File: config.mk
export PLATFORM = sky130hd
export DESIGN_NAME = led_cnt_multi
export DESIGN_NICKNAME = d
export VERILOG_FILES = /design/src/rtl/led_cnt_pkg.sv /design/src/rtl/led_cnt_chan.sv /design/src/rtl/led_cnt_multi.sv
export SDC_FILE = /design/constraint.sdc
export NUM_CORES = 1
export LEC_CHECK = 0
export ABC_AREA = 1
export BUFFER_PORTS_ARGS = -buffer_cell sky130_fd_sc_hd__buf_2
export CORE_ASPECT_RATIO = 0.75
export CORE_MARGIN = 2
export CORE_UTILIZATION = 50
export DETAILED_ROUTE_END_ITERATION = 6
export HOLD_SLACK_MARGIN = 0.12
export PLACE_DENSITY_LB_ADDON = 0.1
export SETUP_SLACK_MARGIN = 0.15
export SLEW_MARGIN = 0
export SYNTH_ARGS = -nofsm -noshare
export SYNTH_HDL_FRONTEND = slang
export SYNTH_HIERARCHICAL = 1
export SYNTH_SLANG_ARGS = --single-unit
File: constraint.sdc
create_clock -name clk -period 5.7 [get_ports clk]
set_clock_uncertainty 0.15 [all_clocks]
set_input_delay 1.14 -clock clk [delete_from_list [all_inputs] [get_ports clk]]
set_output_delay 1.14 -clock clk [all_outputs]
set_load 0.005 [all_outputs]
File: src/rtl/led_cnt_pkg.sv
// Shared types and helpers for the multi-channel LED pattern counter.
package led_cnt_pkg;

    typedef enum logic [1:0] {
        MODE_OFF    = 2'd0,
        MODE_COUNT  = 2'd1,
        MODE_SHIFT  = 2'd2,
        MODE_BOUNCE = 2'd3
    } mode_t;

    typedef enum logic {
        DIR_UP   = 1'b0,
        DIR_DOWN = 1'b1
    } dir_t;

    localparam int INT_CNT_W_DEF = 8;

    function automatic int clog2_min1(input int n);
        return (n <= 2) ? 1 : $clog2(n);
    endfunction

endpackage

File: src/rtl/led_cnt_chan.sv
// One LED channel: power-of-two prescaler, pattern generator (off/count/rotate/bounce),
// sticky wrap interrupt and saturating wrap counter.
module led_cnt_chan
    import led_cnt_pkg::*;
#(
    parameter int LED_W     = 4,
    parameter int DIV_W     = 5,
    parameter int INT_CNT_W = INT_CNT_W_DEF
) (
    input  logic                 clk,
    input  logic                 rst,
    input  logic                 wr_en_i,
    input  logic [DIV_W-1:0]     div_i,
    input  logic [1:0]           mode_i,
    input  logic                 int_clr_i,
    output logic [LED_W-1:0]     led_o,
    output logic                 int_o,
    output logic [INT_CNT_W-1:0] int_cnt_o
);

    localparam int PRE_W = 2**DIV_W - 1;

    mode_t                mode_q, mode_d;
    dir_t                 dir_q, dir_d;
    logic [DIV_W-1:0]     div_q, div_d;
    logic [PRE_W-1:0]     pre_q, pre_d;
    logic [LED_W-1:0]     pat_q, pat_d;
    logic                 int_q, int_d;
    logic [INT_CNT_W-1:0] cnt_q, cnt_d;
    logic [PRE_W-1:0]     pre_lim;
    logic                 tick;
    logic                 ev;

    // 2^d-1 as a right-shifted all-ones mask avoids a 2^31 shift overflow.
    assign pre_lim = {PRE_W{1'b1}} >> (PRE_W - int'(div_q));
    assign tick    = (pre_q == pre_lim);

    always_comb begin
        mode_d = mode_q;
        div_d  = div_q;
        dir_d  = dir_q;
        pat_d  = pat_q;
        pre_d  = tick ? '0 : pre_q + 1'b1;
        ev     = 1'b0;
        if (tick) begin
            case (mode_q)
                MODE_COUNT: begin
                    pat_d = pat_q + 1'b1;
                    ev    = &pat_q;
                end
                MODE_SHIFT: begin
                    pat_d = {pat_q[LED_W-2:0], pat_q[LED_W-1]};
                    ev    = pat_q[LED_W-1];
                end
                MODE_BOUNCE: begin
                    if (dir_q == DIR_UP) begin
                        pat_d = pat_q << 1;
                        if (pat_d[LED_W-1]) dir_d = DIR_DOWN;
                    end else begin
                        pat_d = pat_q >> 1;
                        if (pat_d[0]) begin
                            dir_d = DIR_UP;
                            ev    = 1'b1;
                        end
                    end
                end
                default: pat_d = '0;
            endcase
        end
        // A write replaces the running pattern, so any wrap it would have made is dropped.
        if (wr_en_i) begin
            mode_d = mode_t'(mode_i);
            div_d  = div_i;
            pre_d  = '0;
            dir_d  = DIR_UP;
            ev     = 1'b0;
            pat_d  = (mode_t'(mode_i) == MODE_SHIFT || mode_t'(mode_i) == MODE_BOUNCE)
                     ? LED_W'(1) : '0;
        end
    end

    always_comb begin
        int_d = int_q;
        cnt_d = cnt_q;
        if (ev) begin
            int_d = 1'b1;
            cnt_d = int_clr_i ? INT_CNT_W'(1) : ((&cnt_q) ? cnt_q : cnt_q + 1'b1);
        end else if (int_clr_i) begin
            int_d = 1'b0;
            cnt_d = '0;
        end
    end

    always_ff @(posedge clk or posedge rst) begin
        if (rst) begin
            mode_q <= MODE_OFF;
            div_q  <= '0;
            dir_q  <= DIR_UP;
            pre_q  <= '0;
            pat_q  <= '0;
            int_q  <= 1'b0;
            cnt_q  <= '0;
        end else begin
            mode_q <= mode_d;
            div_q  <= div_d;
            dir_q  <= dir_d;
            pre_q  <= pre_d;
            pat_q  <= pat_d;
            int_q  <= int_d;
            cnt_q  <= cnt_d;
        end
    end

    assign led_o     = pat_q;
    assign int_o     = int_q;
    assign int_cnt_o = cnt_q;

endmodule

File: src/rtl/led_cnt_multi.sv
// NUM_CH independent LED pattern channels; decodes config writes and packs channel outputs.
module led_cnt_multi
    import led_cnt_pkg::*;
#(
    parameter  int NUM_CH    = 4,
    parameter  int LED_W     = 4,
    parameter  int DIV_W     = 5,
    parameter  int INT_CNT_W = INT_CNT_W_DEF,
    localparam int CH_W      = clog2_min1(NUM_CH)
) (
    input  logic                        clk,
    input  logic                        rst,
    input  logic                        wren_i,
    input  logic [CH_W-1:0]             wr_ch_i,
    input  logic [DIV_W-1:0]            div_i,
    input  logic [1:0]                  mode_i,
    input  logic [NUM_CH-1:0]           int_clr_i,
    output logic [NUM_CH*LED_W-1:0]     led_o,
    output logic [NUM_CH-1:0]           int_o,
    output logic [NUM_CH*INT_CNT_W-1:0] int_cnt_o
);

    for (genvar c = 0; c < NUM_CH; c++) begin : g_ch
        logic wr_en;
        // Channel indices beyond NUM_CH match no instance, so such writes vanish.
        assign wr_en = wren_i && (wr_ch_i == CH_W'(c));

        led_cnt_chan #(
            .LED_W     (LED_W),
            .DIV_W     (DIV_W),
            .INT_CNT_W (INT_CNT_W)
        ) u_chan (
            .clk       (clk),
            .rst       (rst),
            .wr_en_i   (wr_en),
            .div_i     (div_i),
            .mode_i    (mode_i),
            .int_clr_i (int_clr_i[c]),
            .led_o     (led_o[c*LED_W +: LED_W]),
            .int_o     (int_o[c]),
            .int_cnt_o (int_cnt_o[c*INT_CNT_W +: INT_CNT_W])
        );
    end

endmodule

# Word level (Yosys, flattened, before mapping)
# Index checks and enable logic that the tools add are counted.
[classes]
n_eq_ne = 25
shift = 4
addsub = 16
reduce_logical = 34
muxes = 93
[ops]
columns = ["cell", "count"]
rows = [
  ["2-to-1 mux 31 bit", 8],
  ["2-to-1 mux 8 bit", 16],
  [">> shifter 31 x 32 -> 31 bit, first input constant", 4],
  ["adder 31 x 1 -> 31 bit, second input constant", 4],
  ["equality test 31 bit", 4],
  ["2-to-1 mux 1 bit", 49],
  ["2-to-1 mux 4 bit", 12],
  ["case mux 4 bit (3 select lines)", 4],
  ["adder 8 x 1 -> 8 bit, second input constant", 4],
  ["AND reduction 8 bit", 4],
  ["equality test 2 bit, second input constant", 12],
  ["nonzero test 2 bit", 12],
  ["subtractor 5 x 5 -> 6 bit, first input constant", 4],
  ["adder 4 x 1 -> 4 bit, second input constant", 4],
  ["AND reduction 2 bit", 8],
  ["AND reduction 4 bit", 4],
  ["case mux 1 bit (3 select lines)", 4],
  ["equality test 2 x 1 -> 1 bit, second input constant", 5],
  ["!= test 2 bit, second input constant", 4],
  ["logical AND 1 bit", 4],
  ["zero test 2 bit", 1],
  ["logical OR 1 bit", 1],
]
[totals]
register_bits = 208
inputBits = 16
output_inout_bits = 52
wordCells = 200

# Depth between registers and ports, before layout
[logic_depth]
word_depth = 7
depth_mapped = 16
ltp_nobuf = 15

# By module
# The synthesis kept the hierarchy.
[modules_own_cells]
columns = ["module", "area_each_um2", "cells_each", "n_inst", "seq_area_each_um2"]
rows = [
  ["led_cnt_chan (g_ch[0].u_chan ...)", 3512.1, 528, 3, 1301.2],
  ["led_cnt_chan (g_ch[3].u_chan)", 3873.7, 603, 1, 1301.2],
  ["led_cnt_multi", 30.0, 8, 1, 0.0],
]

# Least setup slack after synthesis
# OpenSTA, ideal clock, no wires.
[synth_timing]
kind = "in2reg"
startpoint = "input wren_i"
endpoint = "register g_ch[3].u_chan.cnt_q[1]"
n_path_buf = 2
stages = 8
setup_time_ns = 0.119
path_slack_ns = 3.263
t_arrival_ns = 2.168
t_required_ns = 5.431
cell_sequence = "nand2_1 -> nor2_1 -> clkbuf_1 -> a211oi_1 -> nand4_2 -> buf_4 -> nand3_1 -> o21ai_2"
[synth_via]
elab_chain_cells = 4
word_cells_on_any_way = 5
classes_between = "mux: 2; reduce/logical: 3"
[synth_rtl]
columns = ["item", "line", "rtl"]
rows = [
  ["from (decl)", "led_cnt_multi.sv:13", "input logic wren_i,"],
  ["logical AND 1 bit *", "led_cnt_multi.sv:26", "assign wr_en = wren_i && (wr_ch_i == CH_W'(c));"],
  ["named net g_ch[3].wr_en", "led_cnt_multi.sv:24", "logic wr_en;"],
  ["2-to-1 mux 1 bit *", "led_cnt_chan.sv:71", "if (wr_en_i) begin"],
  ["nonzero test 2 bit (no source line)", "-", ""],
  ["AND reduction 2 bit (no source line)", "-", ""],
  ["to (signal assigned)", "led_cnt_chan.sv:110", "cnt_q <= cnt_d;"],
  ["to (decl)", "led_cnt_chan.sv:29", "logic [INT_CNT_W-1:0] cnt_q, cnt_d;"],
]
# The timed path passes the listed nets; every way through them passes the cells marked *.
# A chain may end at the register's enable or synchronous reset.

# Worst setup path in the final report
[layout_timing]
startpoint = "register g_ch[1].u_chan.div_q[4]"
endpoint = "register g_ch[1].u_chan.pat_q[0]"
[layout_via]
elab_chain_cells = 4
[layout_rtl]
columns = ["item", "line", "rtl"]
rows = [
  ["from (decl)", "led_cnt_chan.sv:25", "logic [DIV_W-1:0] div_q, div_d;"],
  ["from (signal assigned)", "led_cnt_chan.sv:105", "div_q <= div_d;"],
  ["subtractor 5 x 5 -> 6 bit", "led_cnt_chan.sv:35", "assign pre_lim = {PRE_W{1'b1}} >> (PRE_W - int'(div_q));"],
  [">> shifter 31 x 32 -> 31 bit", "led_cnt_chan.sv:35", ""],
  ["equality test 31 bit", "led_cnt_chan.sv:36", "assign tick = (pre_q == pre_lim);"],
  ["nonzero test 2 bit (no source line)", "-", ""],
  ["to (signal assigned)", "led_cnt_chan.sv:108", "pat_q <= pat_d;"],
  ["to (decl)", "led_cnt_chan.sv:27", "logic [LED_W-1:0] pat_q, pat_d;"],
]
# No other way between the ends.

==> flow_summary.ini <==
[synthesis]
synth.net_count = 2223
avgSynthCellArea_um2 = 6.58
ys_top_cells_by_area = dfrtp_1 36%, nand2_1 16%, nand3_1 8.8%, nor2_1 8.0%, inv_1 6.0%
ys_seq_area_share_pct = 36.0
ys_types = 41
synth_top_cell_by_area = dfrtp_1
synth_top_area_share_pct = 36.0
synth-seq-cells = 208
yosysWarnings = 6
syn_inst = 2195
syn_area_um2 = 14400

[floorplanning]
coreArea_um2 = 28200
die_y_um = 151
die_x_um = 200
rows = 53
io_pins = 68
start_util_pct = 51.2
die_area_um2 = 30300

[setup_path]
r2r-end = g_ch[1].u_chan/led_o[0]$_DFFE_PP0P_
crit_required_ps = 6020
crit_type = flop to flop
rrSetupSlack_ps = 2580
r2r_cells = 14
cp_max_fo = 31
r2r_start = g_ch[1].u_chan/div_q[4]$_DFFE_PP0P_
critical_path.endpoint_type = flop
arrival_ps = 3440
critPathLaunchType = flop

[cts]
clk_pin_slew_ps = 60
cts_resized = 0
post-cts-setup-buffer-count = 0
cts_max_path_buffers = 3
clk_latency_ps = 540
cts_buffers = 23
cts_hold_buffers = 0
cts-root-buf = clkbuf_16
cts_sinks = 208
cts_tree = yes
htree_levels = 1

[drt]
wire_per_inst_um = 15.6
detail_route.vias_per_cell = 5.46
detail-route-antenna-nets = 0
totalWireLength_um = 41100
vias = 14386
drcViolationCount = 0
drt_iter0_markers = 1370
drtPass1Iterations = 6

[timing]
finalMaxSlewViolations = 0
final.period_utilization_pct = 54.8
setup_viol = 0
hold_viol_final = 0
fmax_mhz = 320
finalCriticalPeriod_ps = 3120
max_slew_margin_pct = 26.5
fin_tns_setup_ps = 0
grt_setup_unrepaired = no
worst_slack_ps = 2580
worst_pin_slew_ps = 1100

[cells_and_area]
final_cell_mix = 620 x nand2_1, 307 x nor2_1, 255 x nand3_1
drive_gt1_share_pct = 8.05
n_fill_cell = 2825
final_nets = 2260
syn2layout_area_growth_pct = 9.32
layout_commonest_cell = nand2_1
diodes = 0
multi_input_area_um2 = 7960
fin_util_pct = 56.0
seq_area_um2 = 5200

[global_routing]
met1_usage_pct = 43.2
grt_util_met2_pct = 39.2
antenna_found_initial = 0
grt_pass1_vias = 12753
grt_max_degree = 53
busiest_layer = met1
met3_usage_pct = 4.84
track_usage_pct = 27.5
grt_overflow = 0
grt_pass1_wl_um = 67800

[worst_hold_path]
hold_path_depth = 1
hp-start = g_ch[2].u_chan/pre_q[0]$_DFF_PP0_
min_path_type = flop to flop
worst_hold_path.endpoint = g_ch[2].u_chan/pre_q[0]$_DFF_PP0_

[pwr]
power.leakage_nw = 7.37
peakVddDrop_mv = 0.209
power_mw = 4.37
pwr_density_cell_nw_per_um2 = 277

[placement]
hpwl_um = 31100
post-place-ws_ps = 2610
port_buffers = 67
routabilityCongestion = 0.988

[flow_run]
cap_violations = 0

[outcome]
status = completed
==> metal layers <==
metal | wire, µm | share of wire, % | vias to the layer above
met2 | 16500 | 40 | 535
met4 | 798 | 1.9 | 0
li1 | - | - | 7196
met3 | 3380 | 8.2 | 55
met1 | 20400 | 50 | 6600
met5 | 0 | 0 | -
==> where the power goes <==
| part | switching, mW | internal [mW] | total (mW) |
|---|---|---|---|
| clock network | 0.628 | 0.999 | 1.63 |
| registers | 0.186 | 1.58 | 1.76 |
| logic | 0.667 | 0.317 | 0.984 |
| total | 1.48 | 2.89 | 4.37 |
==> worst max-delay path, cell delays in order (launching register included) <==
cell,delay (ps)
dfrtp_1,770
inv_1,430
nand2_2,190
nand2_1,60
nand2_1,60
nand2_1,50
nor2_1,100
nand2_1,60
nor2_1,130
nand2_1,110
nor2_4,220
nor2_2,100
inv_2,420
nand2_1,90
o21ai_1,100
==> cells by family after synthesis <==
logic type,synth area share (%)
buffers and inverters,8.84
adder cells (fa/ha/maj),1.04
XOR/XNOR,4.19
AND/OR/NAND/NOR,42.0
flip-flops,36.0
AO/OA/AOI/OAI,7.88
==> stage by stage <==
stage          cell area (µm²)  cells  hold WS (ps)
4_1_cts                  15800   2634           367
3_3_place_gp             15000   2592           355
2_1_floorplan            14400   2195           319
6_report                 15800   2634           365
3_5_place_dp             15000   2592           357
5_1_grt                  15800   2634           390
==> layout make-up <==
cell class,count,area share [%]
flip-flops and latches,208,33.0
multi-input cells,1679,50.4
clock inverters,11,1.04
repair buffers,74,2.46
well taps,385,3.05
clock buffers,31,4.22
inverters,246,5.85
==> worst max-delay path by stage <==
stage | from | endpoint | slack [ps] | cells past startpoint
final | g_ch[1].u_chan/div_q[4]$_DFFE_PP0P_ | g_ch[1].u_chan/led_o[0]$_DFFE_PP0P_ | 2580 | 14
after floorplan | rst | g_ch[0].u_chan/dir_q$_DFFE_PP0P_ | 3150 | 1
after CTS | g_ch[2].u_chan/div_q[4]$_DFFE_PP0P_ | g_ch[2].u_chan/pre_q[13]$_DFF_PP0_ | 2600 | 13
after global routing | g_ch[2].u_chan/div_q[4]$_DFFE_PP0P_ | g_ch[2].u_chan/led_o[0]$_DFFE_PP0P_ | 2170 | 14
after global placement | g_ch[2].u_chan/div_q[4]$_DFFE_PP0P_ | g_ch[2].u_chan/led_o[1]$_DFFE_PP0P_ | 2630 | 13
after detailed placement | g_ch[2].u_chan/div_q[4]$_DFFE_PP0P_ | g_ch[2].u_chan/pre_q[14]$_DFF_PP0_ | 2610 | 13
==> state kept, by name, summed over array words and instances, names as in the netlist <==
name	cells
g_ch.u_chan/dir_q	4
g_ch.u_chan/div_q	20
g_ch.u_chan/int_cnt_o	32
g_ch.u_chan/int_o	4
g_ch.u_chan/led_o	16
g_ch.u_chan/mode_q	8
g_ch.u_chan/pre_q	124
==> cells in the mapped netlist <==
cell type / number
a211oi_1: 4
a21o_1: 3
a21oi_1: 38
a31o_2: 3
a31oi_1: 10
and2_0: 1
and2_1: 1
and3_1: 1
buf_2: 21
buf_4: 23
buf_6: 1
clkbuf_1: 17
clkinv_1: 4
dfrtp_1: 208
ha_1: 12
inv_1: 229
inv_2: 13
nand2_1: 620
nand2_2: 10
nand3_1: 255
nand3_2: 3
nand3b_1: 26
nand4_1: 54
nand4_2: 1
nor2_1: 307
nor2_2: 13
nor2_4: 7
nor3_1: 59
nor3_2: 1
nor3b_2: 2
nor4_1: 18
o2111ai_1: 4
o211ai_1: 4
o21ai_0: 105
o21ai_1: 33
o21ai_2: 2
o221ai_1: 1
o22ai_1: 4
or2_2: 8
xnor2_1: 6
xor2_1: 63
Note: power is estimated with default switching activity, not from simulation.
